`config.mk`:
```
export PLATFORM = sky130hd
export DESIGN_NAME = sram_access_sequencer
export DESIGN_NICKNAME = d
export VERILOG_FILES = /design/src/rtl/sram_access_sequencer.sv
export SDC_FILE = /design/constraint.sdc
export NUM_CORES = 1
export LEC_CHECK = 0
export BUFFER_PORTS_ARGS = -buffer_cell sky130_fd_sc_hd__buf_2
export CAP_MARGIN = 0
export CELL_PAD_IN_SITES_DETAIL_PLACEMENT = 1
export CELL_PAD_IN_SITES_GLOBAL_PLACEMENT = 1
export CORE_AREA = 2 2 142 144
export CTS_BUF_LIST = sky130_fd_sc_hd__clkbuf_4 sky130_fd_sc_hd__clkbuf_8 sky130_fd_sc_hd__clkbuf_16
export CTS_CLUSTER_DIAMETER = 40
export DETAILED_ROUTE_END_ITERATION = 8
export DIE_AREA = 0 0 144 146
export PLACE_DENSITY = 0.57
export SLEW_MARGIN = 20
export SYNTH_ARGS = -nofsm -noshare
export SYNTH_HDL_FRONTEND = slang
export SYNTH_SLANG_ARGS = --single-unit
```
`constraint.sdc`:
```
create_clock -name clk -period 5.3 [get_ports clk]
set_clock_uncertainty 0.15 [all_clocks]
set_input_delay 0.795 -clock clk [delete_from_list [all_inputs] [get_ports clk]]
set_output_delay 0.795 -clock clk [all_outputs]
set_load 0.05 [all_outputs]
```
`src/rtl/sram_access_sequencer.sv`:
```
// Turns parallel set-address / write / read commands into the serial address
// stream, counter-increment pulse and SRAM strobes used by the load path.
module sram_access_sequencer #(
  parameter int ADDR_WIDTH    = 21,
  parameter int SETUP_CYCLES  = 1,
  parameter int STROBE_CYCLES = 2
) (
  input  logic                  clk,
  input  logic                  reset,
  input  logic                  cmd_valid,
  output logic                  cmd_ready,
  input  logic [1:0]            cmd_op,
  input  logic                  cmd_inc,
  input  logic [ADDR_WIDTH-1:0] cmd_addr,
  input  logic [7:0]            cmd_wdata,
  output logic                  rsp_valid,
  output logic [7:0]            rsp_rdata,
  output logic [ADDR_WIDTH-1:0] cur_addr,
  output logic                  sreg_si,
  output logic                  sreg_clk,
  output logic                  sreg_en_n,
  output logic                  counter_n,
  output logic                  we_n,
  output logic                  oe_n,
  output logic [7:0]            data_out,
  output logic                  data_oe,
  input  logic [7:0]            data_in,
  output logic [2:0]            dbg_state
);

  // Command handshake: a command is taken on a rising edge where
  // cmd_valid && cmd_ready; cmd_ready is high only while idle and one
  // rsp_valid pulse follows every accepted command that is not reset away.

  typedef enum logic [2:0] {IDLE, SHIFT, SETUP, STROBE, HOLD, INC, DONE} state_t;

  localparam logic [1:0] OP_SET   = 2'b00;
  localparam logic [1:0] OP_WRITE = 2'b01;
  localparam logic [1:0] OP_READ  = 2'b10;

  localparam int CW = $clog2(2*ADDR_WIDTH + SETUP_CYCLES + STROBE_CYCLES + 1);
  localparam logic [CW-1:0] SHIFT_LAST  = CW'(2*ADDR_WIDTH - 1);
  localparam logic [CW-1:0] SETUP_LAST  = CW'(SETUP_CYCLES - 1);
  localparam logic [CW-1:0] STROBE_LAST = CW'(STROBE_CYCLES - 1);

  state_t                state;
  logic [CW-1:0]         cnt;
  logic [1:0]            op_q;
  logic                  inc_q;
  logic [ADDR_WIDTH-1:0] addr_q;
  logic [ADDR_WIDTH-1:0] sh;

  assign dbg_state = state;

  always_ff @(posedge clk or posedge reset) begin
    if (reset) begin
      state     <= IDLE;
      cnt       <= '0;
      op_q      <= '0;
      inc_q     <= 1'b0;
      addr_q    <= '0;
      sh        <= '0;
      cmd_ready <= 1'b1;
      rsp_valid <= 1'b0;
      rsp_rdata <= '0;
      cur_addr  <= '0;
      sreg_si   <= 1'b0;
      sreg_clk  <= 1'b0;
      sreg_en_n <= 1'b1;
      counter_n <= 1'b1;
      we_n      <= 1'b1;
      oe_n      <= 1'b1;
      data_out  <= '0;
      data_oe   <= 1'b0;
    end else begin
      case (state)
        IDLE: begin
          if (cmd_valid) begin
            op_q      <= cmd_op;
            inc_q     <= cmd_inc;
            addr_q    <= cmd_addr;
            cnt       <= '0;
            cmd_ready <= 1'b0;
            case (cmd_op)
              OP_SET: begin
                state     <= SHIFT;
                sh        <= cmd_addr;
                sreg_si   <= cmd_addr[ADDR_WIDTH-1];
                sreg_clk  <= 1'b0;
                sreg_en_n <= 1'b0;
              end
              OP_WRITE: begin
                state    <= SETUP;
                data_out <= cmd_wdata;
                data_oe  <= 1'b1;
              end
              OP_READ: begin
                state <= STROBE;
                oe_n  <= 1'b0;
              end
              default: begin
                state     <= DONE;
                rsp_valid <= 1'b1;
              end
            endcase
          end
        end
        // Even cnt values are the low phase of a bit, odd values the high phase.
        SHIFT: begin
          if (cnt == SHIFT_LAST) begin
            state     <= DONE;
            cur_addr  <= addr_q;
            sreg_en_n <= 1'b1;
            sreg_clk  <= 1'b0;
            sreg_si   <= 1'b0;
            rsp_valid <= 1'b1;
          end else begin
            cnt <= cnt + CW'(1);
            if (!cnt[0]) begin
              sreg_clk <= 1'b1;
            end else begin
              sreg_clk <= 1'b0;
              sreg_si  <= sh[ADDR_WIDTH-2];
              sh       <= {sh[ADDR_WIDTH-2:0], 1'b0};
            end
          end
        end
        SETUP: begin
          if (cnt == SETUP_LAST) begin
            state <= STROBE;
            cnt   <= '0;
            we_n  <= 1'b0;
          end else begin
            cnt <= cnt + CW'(1);
          end
        end
        STROBE: begin
          if (cnt == STROBE_LAST) begin
            we_n <= 1'b1;
            oe_n <= 1'b1;
            if (op_q == OP_READ) begin
              rsp_rdata <= data_in;
            end
            if (op_q == OP_WRITE) begin
              state <= HOLD;
            end else if (inc_q) begin
              state     <= INC;
              counter_n <= 1'b0;
            end else begin
              state     <= DONE;
              rsp_valid <= 1'b1;
            end
          end else begin
            cnt <= cnt + CW'(1);
          end
        end
        HOLD: begin
          data_oe <= 1'b0;
          if (inc_q) begin
            state     <= INC;
            counter_n <= 1'b0;
          end else begin
            state     <= DONE;
            rsp_valid <= 1'b1;
          end
        end
        INC: begin
          state     <= DONE;
          counter_n <= 1'b1;
          cur_addr  <= cur_addr + ADDR_WIDTH'(1);
          rsp_valid <= 1'b1;
        end
        DONE: begin
          state     <= IDLE;
          rsp_valid <= 1'b0;
          cmd_ready <= 1'b1;
        end
        default: begin
          state     <= IDLE;
          cmd_ready <= 1'b1;
        end
      endcase
    end
  end

endmodule

```
# --- Yosys cells after proc, flatten, opt, wreduce, memory -nomap -nowiden ---
# Cells that the tools add are included.
# Widths: inputs -> output; s select.
op_classes:
  n_mux: 53
  eq_ne: 25
  bitwise_logic: 1
  reduce_logical: 29
  add_sub_neg: 2
ops:
  columns: ["cell", "count"]
  rows:
  - ["$mux 20", 4]
  - ["$pmux 21 s2", 1]
  - ["$pmux 20 s2", 1]
  - ["$mux 1", 24]
  - ["$mux 6", 4]
  - ["$pmux 6 s4", 1]
  - ["$add 21x1->21 const B", 1]
  - ["$mux 21", 1]
  - ["$reduce_and 4->1", 5]
  - ["$ne 2x2->1 const B", 9]
  - ["$pmux 3 s6", 1]
  - ["$reduce_and 3->1", 6]
  - ["$pmux 1 s2", 7]
  - ["$mux 3", 4]
  - ["$reduce_bool 2->1", 5]
  - ["$eq 3x3->1 const B", 3]
  - ["$pmux 3 s3", 1]
  - ["$add 6x1->6 const B", 1]
  - ["$eq 3x2->1 const B", 2]
  - ["$eq 6x1->1 const B", 1]
  - ["$eq 6x6->1 const B", 1]
  - ["$logic_not 6->1", 1]
  - ["$ne 2x1->1 const B", 3]
  - ["$pmux 1 s6", 1]
  - ["17 further kinds", 22]
word_totals:
  reg_bits: 99
  elab_cells: 128

# --- Longest topological paths before layout ---
# Gate-level depths: netlist (run 1).
depth:
  depth_word: 5
  ltp_mapped: 9
  ltp_nobuf: 7

# --- Least setup slack after synthesis (run 1) ---
# Ideal clock, no wire load.
synth_timing:
  kind: "reg-to-reg"
  start: "register state[2] (netlist: dbg_state[2])"
  end: "register rsp_valid"
  required_ps: 5025
  slack_ps: 2621
  setup_ps: 125
  t_arrival_ps: 2405
  path_stages_with_launch: 10
  path_cell_list: "dfrtp_1 > clkbuf_1 > clkbuf_1 > inv_1 > ha_1 > a21oi_1 > a2bb2oi_1 > nand3_1 > nor3b_1 > mux2_2"
synth_via:
  elab_chain_len: 3
synth_rtl:
  columns: ["item", "line", "rtl"]
  rows:
  - ["start: declaration", "46", "state_t state;"]
  - ["start signal: assignment", "57", "state <= IDLE;"]
  - ["start signal: assignment", "86", "state <= SHIFT;"]
  - ["start signal: assignment", "93", "state <= SETUP;"]
  - ["$eq 3x3->1, or another cell as far along", "76", "case (state)"]
  - ["$reduce_bool 6->1 (no source line) or $ne 2x2->1 (tied branches)", null, null]
  - ["$reduce_and 6->1 (no source line)", null, null]
  - ["end signal: assignment", "64", "rsp_valid <= 1'b0;"]
  - ["end signal: assignment", "103", "rsp_valid <= 1'b1;"]
  - ["end signal: assignment", "116", "rsp_valid <= 1'b1;"]
  - ["end: declaration", "16", "output logic rsp_valid,"]
# Several ways; a longest one is shown, not always the timed one.
# A chain may end at the register's enable or synchronous reset.

# --- Worst setup path after layout (run 1) ---
layout_timing:
  start: "register state[0] (netlist: dbg_state[0])"
  end: "register cur_addr[13]"
layout_via:
  elab_chain_len: 3
layout_rtl:
  columns: ["item", "line", "rtl"]
  rows:
  - ["$eq 3x1->1 or $eq 3x3->1 (tied branches)", "76", null]
  - ["$ne 2x2->1 (no source line) or $reduce_bool 2->1 (tied branches)", null, null]
  - ["$reduce_and 2->1 (no source line)", null, null]
  - ["end signal: assignment", "112", "cur_addr <= addr_q;"]
  - ["end signal: assignment", "170", "cur_addr <= cur_addr + ADDR_WIDTH'(1);"]
  - ["end: declaration", "18", "output logic [ADDR_WIDTH-1:0] cur_addr,"]
# Several ways; a longest one is shown, not always the timed one.

==> results of run 1 <==
==> sequential cells by signal (all words and copies together) (netlist names) <==
register,cells
sreg_si,1
data_out,8
sreg_clk,1
rsp_rdata,8
cur_addr,21
addr_q,21
oe_n,1
dbg_state,3
inc_q,1
cmd_ready,1
we_n,1
cnt,6
data_oe,1
sh,20
rsp_valid,1
sreg_en_n,1
op_q,2
counter_n,1
==> power breakdown <==
part	leakage, µW	internal, µW	total [µW]	switching [µW]
Sequential	0.00120	1050	1320	261
Combinational	0.00122	510	1420	915
Clock	0.000135	335	650	315
==> per-stage QoR <==
stage	power, µW	hold slack, ns	util, %	instances
CTS	3445	0.3401	29.92	821
detailed placement	2776	0.3243	28.45	805
global placement	2726	0.3196	28.45	805
floorplan	2399	0.2960	-	472
global route	3642	0.3726	29.95	821
finish	3391	0.3341	29.95	821
==> routing by layer <==
layer,up-vias,wire length (µm),global-route usage [%]
li1,1860,-,-
met1,1956,6021,16.91
met2,69,6709,22.45
met3,10,521,3.554
met4,0,123,3.235
met5,-,0,0
==> cell usage after synthesis (2+ instances only) <==
master and n:
and3_1 8, dfrtp_1 94, o311ai_0 2, and2_1 4, nor3b_1 4, nand2_1 66
a221o_1 2, buf_6 2, or3b_1 2, a21oi_1 18, dfstp_2 5, nor3_1 4
ha_1 5, mux2_2 32, mux2i_1 3, nand3b_1 4, clkbuf_1 18, or4_1 2
o211ai_1 3, o2bb2ai_1 3, or3_1 2, o22ai_1 7, nand3_1 13, a211oi_1 8
nor2b_1 7, o31ai_1 2, o21a_1 2, buf_2 6, a31oi_1 22, inv_1 8
nor2_1 47, o21ai_0 19, mux2_4 8, and4_1 2, a311oi_1 11, nand2b_1 10
==> final timing paths <==
check,depth (start not counted),end,start
max in group asynchronous,3,cmd_ready,reset
hold / removal,1,sreg_clk,sreg_clk
setup / recovery,5,cur_addr[13],dbg_state[0]
hold reg to reg,1,sreg_clk,sreg_clk
setup reg to reg,5,cur_addr[13],dbg_state[0]
min in group asynchronous,2,sh[16],reset
==> layout make-up <==
class,instances,area [µm²]
fillers,2243,13540
clock buffers,10,239.0
inverters,8,32.53
multi-input cells,338,2172
clock inverters,6,46.29
repair buffers,95,485.5
flip-flops and latches,99,2484
well taps,265,331.6
==> kinds of logic after synthesis <==
kind of cell | count (synthesis)
simple gates | 184
compound gates | 105
flops | 99
mux | 43
buf+inv | 35
fa+ha+maj | 5
xor+xnor | 1
==> impl_metrics.toml, run 1 <==
[status]
status = "completed"

[cts]
cts-resized-gates = 0
clkTransAtPathRegs_ns = 0.07
cts_buffer_depth = 2
htreeDepth = 3
clockRootBuffer = "clkbuf_16"
insertion_delay_ns = 0.36
clkSinkCount = 99
cts_tree = "yes"
cts_setup_buffers = 0
holdBufCountCts = 0
numCtsBuffers = 9

[worst_setup_path]
slowest_delay_ns = 0.86
critPathMaxFanout = 27
crit_type = "flop to flop"
path_buf_inv = 0
crit_chain = "or3b_1 -> or3_1 -> nand2_1 -> o21ai_0 -> a221o_1"
worstSetupEndpointType = "flop"
r2r_slack_ns = 1.97
critPathTopFamily = "simple AND/OR/NAND/NOR gates"
cp_slowest_cell = "dfrtp_1"
cp.arrival_ns = 3.43
startpoint_type = "flop"
worstPathRequired_ns = 5.39

[synthesis]
yosysTopAreaCell = "dfrtp_1"
synth_area_leaders = "dfrtp_1, mux2_2, nand2_1"
yosys.area_share.simple_pct = 18.61
synth_mux_area_share_pct = 10.63
synthesis.nets = 520
synth-edff-count = 0
synth_top_area_share_pct = 49.00
yosys_warnings = 0
synth-xor-area-share_pct = 0.1824
synth_top_family_by_area = "simple AND/OR/NAND/NOR gates"
synth_area_per_cell_um2 = 10.17
syn_inst = 472
netlist_area_um2 = 4801
synth_fa_ha_area_share_pct = 1.303
synth-compound-area-share_pct = 14.33
ys_ff_latch = 99
yosysSeqAreaShare_pct = 51.73
async_flop_share_pct = 100.0
ys.flop_type = "dfrtp_1"
yosysUniqueCellTypes = 53

[sta]
setup_slack_ns = 1.968
grt_setup_unrepaired = "false"
worst_pin_slew_ns = 0.8704
max_freq_ghz = 0.3001
slew_headroom_pct = 41.98
tns_ns = 0
hold_viol = 0
setup_viol = 0
min_period_ns = 3.332
finalCritPeriodShare_pct = 62.87
maxSlewViolCount = 0

[floorplan]
die_height_um = 146
dieArea_um2 = 21020
core_um2 = 19330
start_util_pct = 24.83
io-pin-count = 92
rows = 51
die_x_um = 144

[detailed_routing]
route.vias.total = 3895
ant_nets = 0
routedWlPerCell_um = 16.29
drc = 0
viasPerCell = 4.744
dr.pass1.iters = 4
drt_iter0_markers = 133
wl_mm = 13.38

[placement]
place_ws_ns = 1.960
hpwl_mm = 9.671
place.gp.congestion = 0.7549
io_buffers = 91
placed_area_um2 = 5500

[global_route]
grt_max_degree = 71
grt_pass1_vias = 4101
antenna_found_initial = 0
track_usage_pct = 13.32
grt_pass1_wl_mm = 22.01
grt_overflow = 0

[layout]
area_growth_pct = 20.61
final_layout_size_suffix_gt1_share_pct = 29.50
final_nets = 599
stdcell_area_um2 = 5791
antenna_cells = 0
layout_commonest_cell = "dfrtp_1"
layout_common_cells = "dfrtp_1, buf_2, nand2_1, nor2_1, mux2_2"

[power_and_ir_drop]
p_leak_uw = 0.002559
cellPowerDensity_nw_per_um2 = 585.6
peakVddDrop_mv = 0.3231

[worst_hold_path]
hold_path.class = "flop to flop"

[job]
max_cap_viol_count = 0
No activity file was read; power rests on OpenSTA's default activity.
==> run 2, diff against run 1 <==
==> constraint.sdc (replaced) <==
create_clock -name clk -period 3.3 [get_ports clk]
set_clock_uncertainty 0.15 [all_clocks]
set_input_delay 0.495 -clock clk [delete_from_list [all_inputs] [get_ports clk]]
set_output_delay 0.495 -clock clk [all_outputs]
set_load 0.05 [all_outputs]
==> run 2 against run 1 <==
Cell area grew 1.1%. First-iteration DRC count grew 25%. Largest power group unchanged. Global-route usage shrank 0.10 points. Clock power grew 62%. Critical path type unchanged.
==> impl_metrics.toml, run 2 (same netlist as run 1, synthesis figures left out) <==
[detailed_routing]
route.vias.total = 3962
dr.pass1.iters = 4
viasPerCell = 4.773
routedWlPerCell_um = 16.49
drt_iter0_markers = 166
ant_nets = 0
drc = 0
wl_mm = 13.69

[cts]
numCtsBuffers = 9
insertion_delay_ns = 0.36
clkSinkCount = 99
clkTransAtPathRegs_ns = 0.08
cts_setup_buffers = 0
cts_tree = "yes"
cts_buffer_depth = 2
htreeDepth = 3
holdBufCountCts = 0
clockRootBuffer = "clkbuf_16"
cts-resized-gates = 0

[global_route]
grt_pass1_vias = 4148
grt_pass1_wl_mm = 21.93
antenna_found_initial = 0
grt_overflow = 0
grt_max_degree = 54
track_usage_pct = 13.22

[sta]
setup_viol = 0
worst_pin_slew_ns = 0.6697
min_period_ns = 2.788
hold_ws_ns = 0.09980
tns_ns = 0
max_freq_ghz = 0.3586
finalCritPeriodShare_pct = 84.50
hold_viol = 0
slew_headroom_pct = 55.35
grt_setup_unrepaired = "false"
maxSlewViolCount = 0

[layout]
ff_latch_area_um2 = 2484
fill_cells = 2237
layout_commonest_cell = "dfrtp_1"
fin_cells = 830
final_layout_size_suffix_gt1_share_pct = 30.44
final_nets = 608
antenna_cells = 0
multi_input_area_um2 = 2167
reg_top3 = "addr_q x21, cur_addr x21, sh x20"
area_growth_pct = 21.89
layout_common_cells = "dfrtp_1, buf_2, nand2_1, nor2_1, mux2_2"

[worst_setup_path]
crit_chain = "inv_1 -> ha_1 -> or3b_1 -> nor3_4 -> nand2_2 -> or4_4 -> mux2_4"
r2r_slack_ns = 0.51
r2r-end = "rsp_rdata[6]"
crit_type = "flop to flop"
worstSetupEndpointType = "flop"
startpoint_type = "flop"
worstPathRequired_ns = 3.39
slowest_delay_ns = 0.55
critPathMaxFanout = 9
cp.arrival_ns = 2.88
startpoint = "cnt[1]"
ff2ff_path_depth = 7
crit_end = "rsp_rdata[6]"
cp_slowest_cell = "or3b_1"
rr_startpoint = "cnt[1]"

[placement]
place.gp.congestion = 0.7701
dp.cells = 814
io_buffers = 91
hpwl_mm = 9.928

[job]
max_cap_viol_count = 0

[power_and_ir_drop]
p_leak_uw = 0.002604
peakVddDrop_mv = 0.3932
cellPowerDensity_nw_per_um2 = 940.7

[floorplan]
start_util_pct = 24.83
core_um2 = 19330
die_x_um = 144
die_height_um = 146
rows = 51
dieArea_um2 = 21020
io-pin-count = 92

[status]
status = "completed"

[worst_hold_path]
hold_path.class = "input pin to asynchronous set/reset pin"
## run 2: power by group
part / internal [µW] / switching (µW) / leakage, µW
registers: 1700 / 318 / 0.00120
clock network: 526 / 524 / 0.000139
logic: 859 / 1580 / 0.00127
## run 2: worst max-delay path: cells and delay by family (launching register included)
family	cells	cell delay [ns]
adder cells (fa/ha/maj)	1	0.20
buffers and inverters	1	0.11
multiplexers	1	0.34
AND/OR/NAND/NOR	4	1.47
flip-flops	1	0.41
## run 2: routing by layer
metal / GRT usage (%) / vias up / share of wire (%)
met1: 16.95 / 1998 / 44
met4: 4.216 / 0 / 1.8
li1: - / 1866 / -
met2: 22.10 / 78 / 51
met3: 2.830 / 20 / 4.0
met5: 0 / - / 0
## run 2: metrics by stage
step                setup WS, ns  area (µm²)  power (µW)  utilization [%]
global placement          0.6256        5568        4447            28.80
CTS                       0.4989        5852        5589            30.27
floorplan                0.07285        4801        3853                -
finish                    0.5116        5852        5505            30.27
global route              0.3516        5852        5877            30.27
detailed placement        0.5516        5568        4514            28.80
## run 2: cell type report
class | instances | area share [%]
sequential | 99 | 42.44
multi-input combinational | 338 | 37.03
timing repair buffer | 104 | 9.450
tap | 265 | 5.666
clock buffer | 9 | 3.849
clock inverter | 7 | 1.005
inverter | 8 | 0.5559
## run 2: how the worst min path moves through the flow
| stage | to | cells after the start | slack, ns |
|---|---|---|---|
| 2_1_floorplan | cur_addr[4] | 2 | 0.30 |
| 3_3_place_gp | cur_addr[4] | 2 | 0.32 |
| 3_5_place_dp | cur_addr[4] | 2 | 0.32 |
| 4_1_cts | sh[13] | 2 | 0.13 |
| 5_1_grt | sh[0] | 2 | 0.16 |
| 6_report | sh[0] | 2 | 0.1 |
==> run 3, diff against run 2 <==
--- a/config.mk
+++ b/config.mk
@@ -14,7 +14,7 @@
 export CTS_CLUSTER_DIAMETER = 40
 export DETAILED_ROUTE_END_ITERATION = 8
 export DIE_AREA = 0 0 144 146
-export PLACE_DENSITY = 0.57
+export PLACE_DENSITY = 0.59
 export SLEW_MARGIN = 20
 export SYNTH_ARGS = -nofsm -noshare
 export SYNTH_HDL_FRONTEND = slang
==> constraint.sdc (replaced) <==
create_clock -name clk -period 2.4 [get_ports clk]
set_clock_uncertainty 0.15 [all_clocks]
set_input_delay 0.36 -clock clk [delete_from_list [all_inputs] [get_ports clk]]
set_output_delay 0.36 -clock clk [all_outputs]
set_load 0.05 [all_outputs]
==> run 3 against run 2 <==
Register-to-register slack lost 0.48 ns. Largest cell class unchanged. Cell area grew 3.4%. Die area is the same. Flip-flop and latch count is the same. Largest power group unchanged. Sequential share of layout area shrank 1.3 points. Via count grew 1.3%. Hold slack lost 0.024 ns. Total power grew 41%.
==> impl_metrics.toml, run 3 (same netlist as run 1, synthesis figures left out) <==
[cts]
clkSinkCount = 99
clkTransAtPathRegs_ns = 0.08
htreeDepth = 3
numCtsBuffers = 9
insertion_delay_ns = 0.36
cts_tree = "yes"
clockRootBuffer = "clkbuf_16"
cts_buffer_depth = 2

[sta]
tns_ns = 0
hold_ws_ns = 0.07553
hold_viol = 0
maxSlewViolCount = 0
max_freq_ghz = 0.4229
grt_setup_unrepaired = "true"
min_period_ns = 2.365
setup_viol = 0
worst_pin_slew_ns = 0.4861
finalCritPeriodShare_pct = 98.52
slew_headroom_pct = 67.49
setup_slack_ns = 0.03550

[layout]
post-route-util_pct = 31.30
final_layout_size_suffix_gt1_share_pct = 33.45
fin_cells = 848
layout_common_cells = "dfrtp_1, buf_2, nand2_1, nor2_1, mux2_2"
antenna_cells = 0
reg_top3 = "addr_q x21, cur_addr x21, sh x20"
area_growth_pct = 26.06
fill_cells = 2231
final_nets = 626

[floorplan]
start_util_pct = 24.83
die_height_um = 146
die_x_um = 144
io-pin-count = 92
dieArea_um2 = 21020
core_um2 = 19330
rows = 51

[global_route]
grt_overflow = 0
grt_pass1_vias = 4379
grt_pass1_wl_mm = 23.28
track_usage_pct = 14.07
antenna_found_initial = 0
grt_max_degree = 51

[detailed_routing]
drc = 0
ant_nets = 0
dr.pass1.iters = 4
routedWlPerCell_um = 16.56
route.vias.total = 4012
drt_iter0_markers = 157
wl_mm = 14.05
viasPerCell = 4.731

[power_and_ir_drop]
cellPowerDensity_nw_per_um2 = 1283
comb_power_share_pct = 45.2
p_seq_share_pct = 35.9
peakVddDrop_mv = 0.6243
p_int_uw = 4383
p_leak_uw = 0.002709
sw_frac_of_total_pct = 43.55
p_switching_uw = 3381
p_clk_share_pct = 18.9

[job]
max_cap_viol_count = 0

[placement]
place_ws_ns = -0.05062
place.gp.congestion = 0.7883
hpwl_mm = 10.41
io_buffers = 91
dp.cells = 829

[worst_setup_path]
worstSetupEndpointType = "flop"
startpoint_type = "flop"
worstPathRequired_ns = 2.49
critPathMaxFanout = 8
cp.arrival_ns = 2.45
crit_type = "flop to flop"

[status]
status = "completed"

[worst_hold_path]
hold_path.class = "input pin to flop"
==> run 3: power by group through the flow <==
stage | registers [µW] | logic, µW | clock network (µW)
finish | 2780 | 3510 | 1470
global route | 2890 | 3840 | 1600
CTS | 2800 | 3540 | 1530
detailed placement | 2820 | 3520 | 0
global placement | 2790 | 3420 | 0
floorplan | 3600 | 1730 | 0
==> run 3: area by class of cell <==
type	count	area [µm²]	share of cell area, %
clock buffer	10	239.0	3.949
multi-input combinational	338	2188	36.16
clock inverter	6	56.30	0.9303
inverter	8	33.78	0.5582
tap	265	331.6	5.479
sequential	99	2487	41.10
timing repair buffer	122	715.7	11.83
==> run 3: critical path, stage by stage (launching register included) <==
cell and delay, ns:
dfrtp_1 0.39, inv_2 0.08, ha_4 0.12, or3b_4 0.41, nor3_4 0.15, nand2_2 0.08
or4_4 0.54, mux2_4 0.33
==> run 3: layer usage <==
| metal | vias up | routed length [µm] | GRT usage (%) |
|---|---|---|---|
| li1 | 1903 | - | - |
| met1 | 2014 | 6248 | 17.46 |
| met3 | 21 | 508 | 3.258 |
| met5 | - | 0 | 0 |
| met2 | 74 | 7039 | 24.17 |
| met4 | 0 | 249 | 4.216 |
==> run 3: what timing repair did <==
action | in CTS | in global routing
gates resized for setup | 1 | 1
hold buffers | 1 | 0
hold endpoints to repair | 9 | 0
buffers inserted | 0 | 2
setup endpoints to repair | 8 | 12
==> run 3: through the flow <==
step,instance area [µm²],power (µW)
2_1_floorplan,4836,5326
3_3_place_gp,5723,6216
3_5_place_dp,5723,6347
4_1_cts,6031,7865
5_1_grt,6052,8323
6_report,6052,7764
==> run 3: path summary, 6_finish.rpt <==
| check | start | end | slack (ns) | cells after the start |
|---|---|---|---|---|
| min reg2reg | addr_q[4] | cur_addr[4] | 0.35 | 2 |
| max reg2reg | cnt[1] | rsp_rdata[1] | 0.04 | 7 |
| min in group asynchronous | reset | rsp_rdata[4] | 0.35 | 3 |
| max in group asynchronous | reset | dbg_state[2] | 1.07 | 4 |
| max | cnt[1] | rsp_rdata[1] | 0.04 | 7 |
| min | data_in[5] | rsp_rdata[5] | 0.08 | 2 |
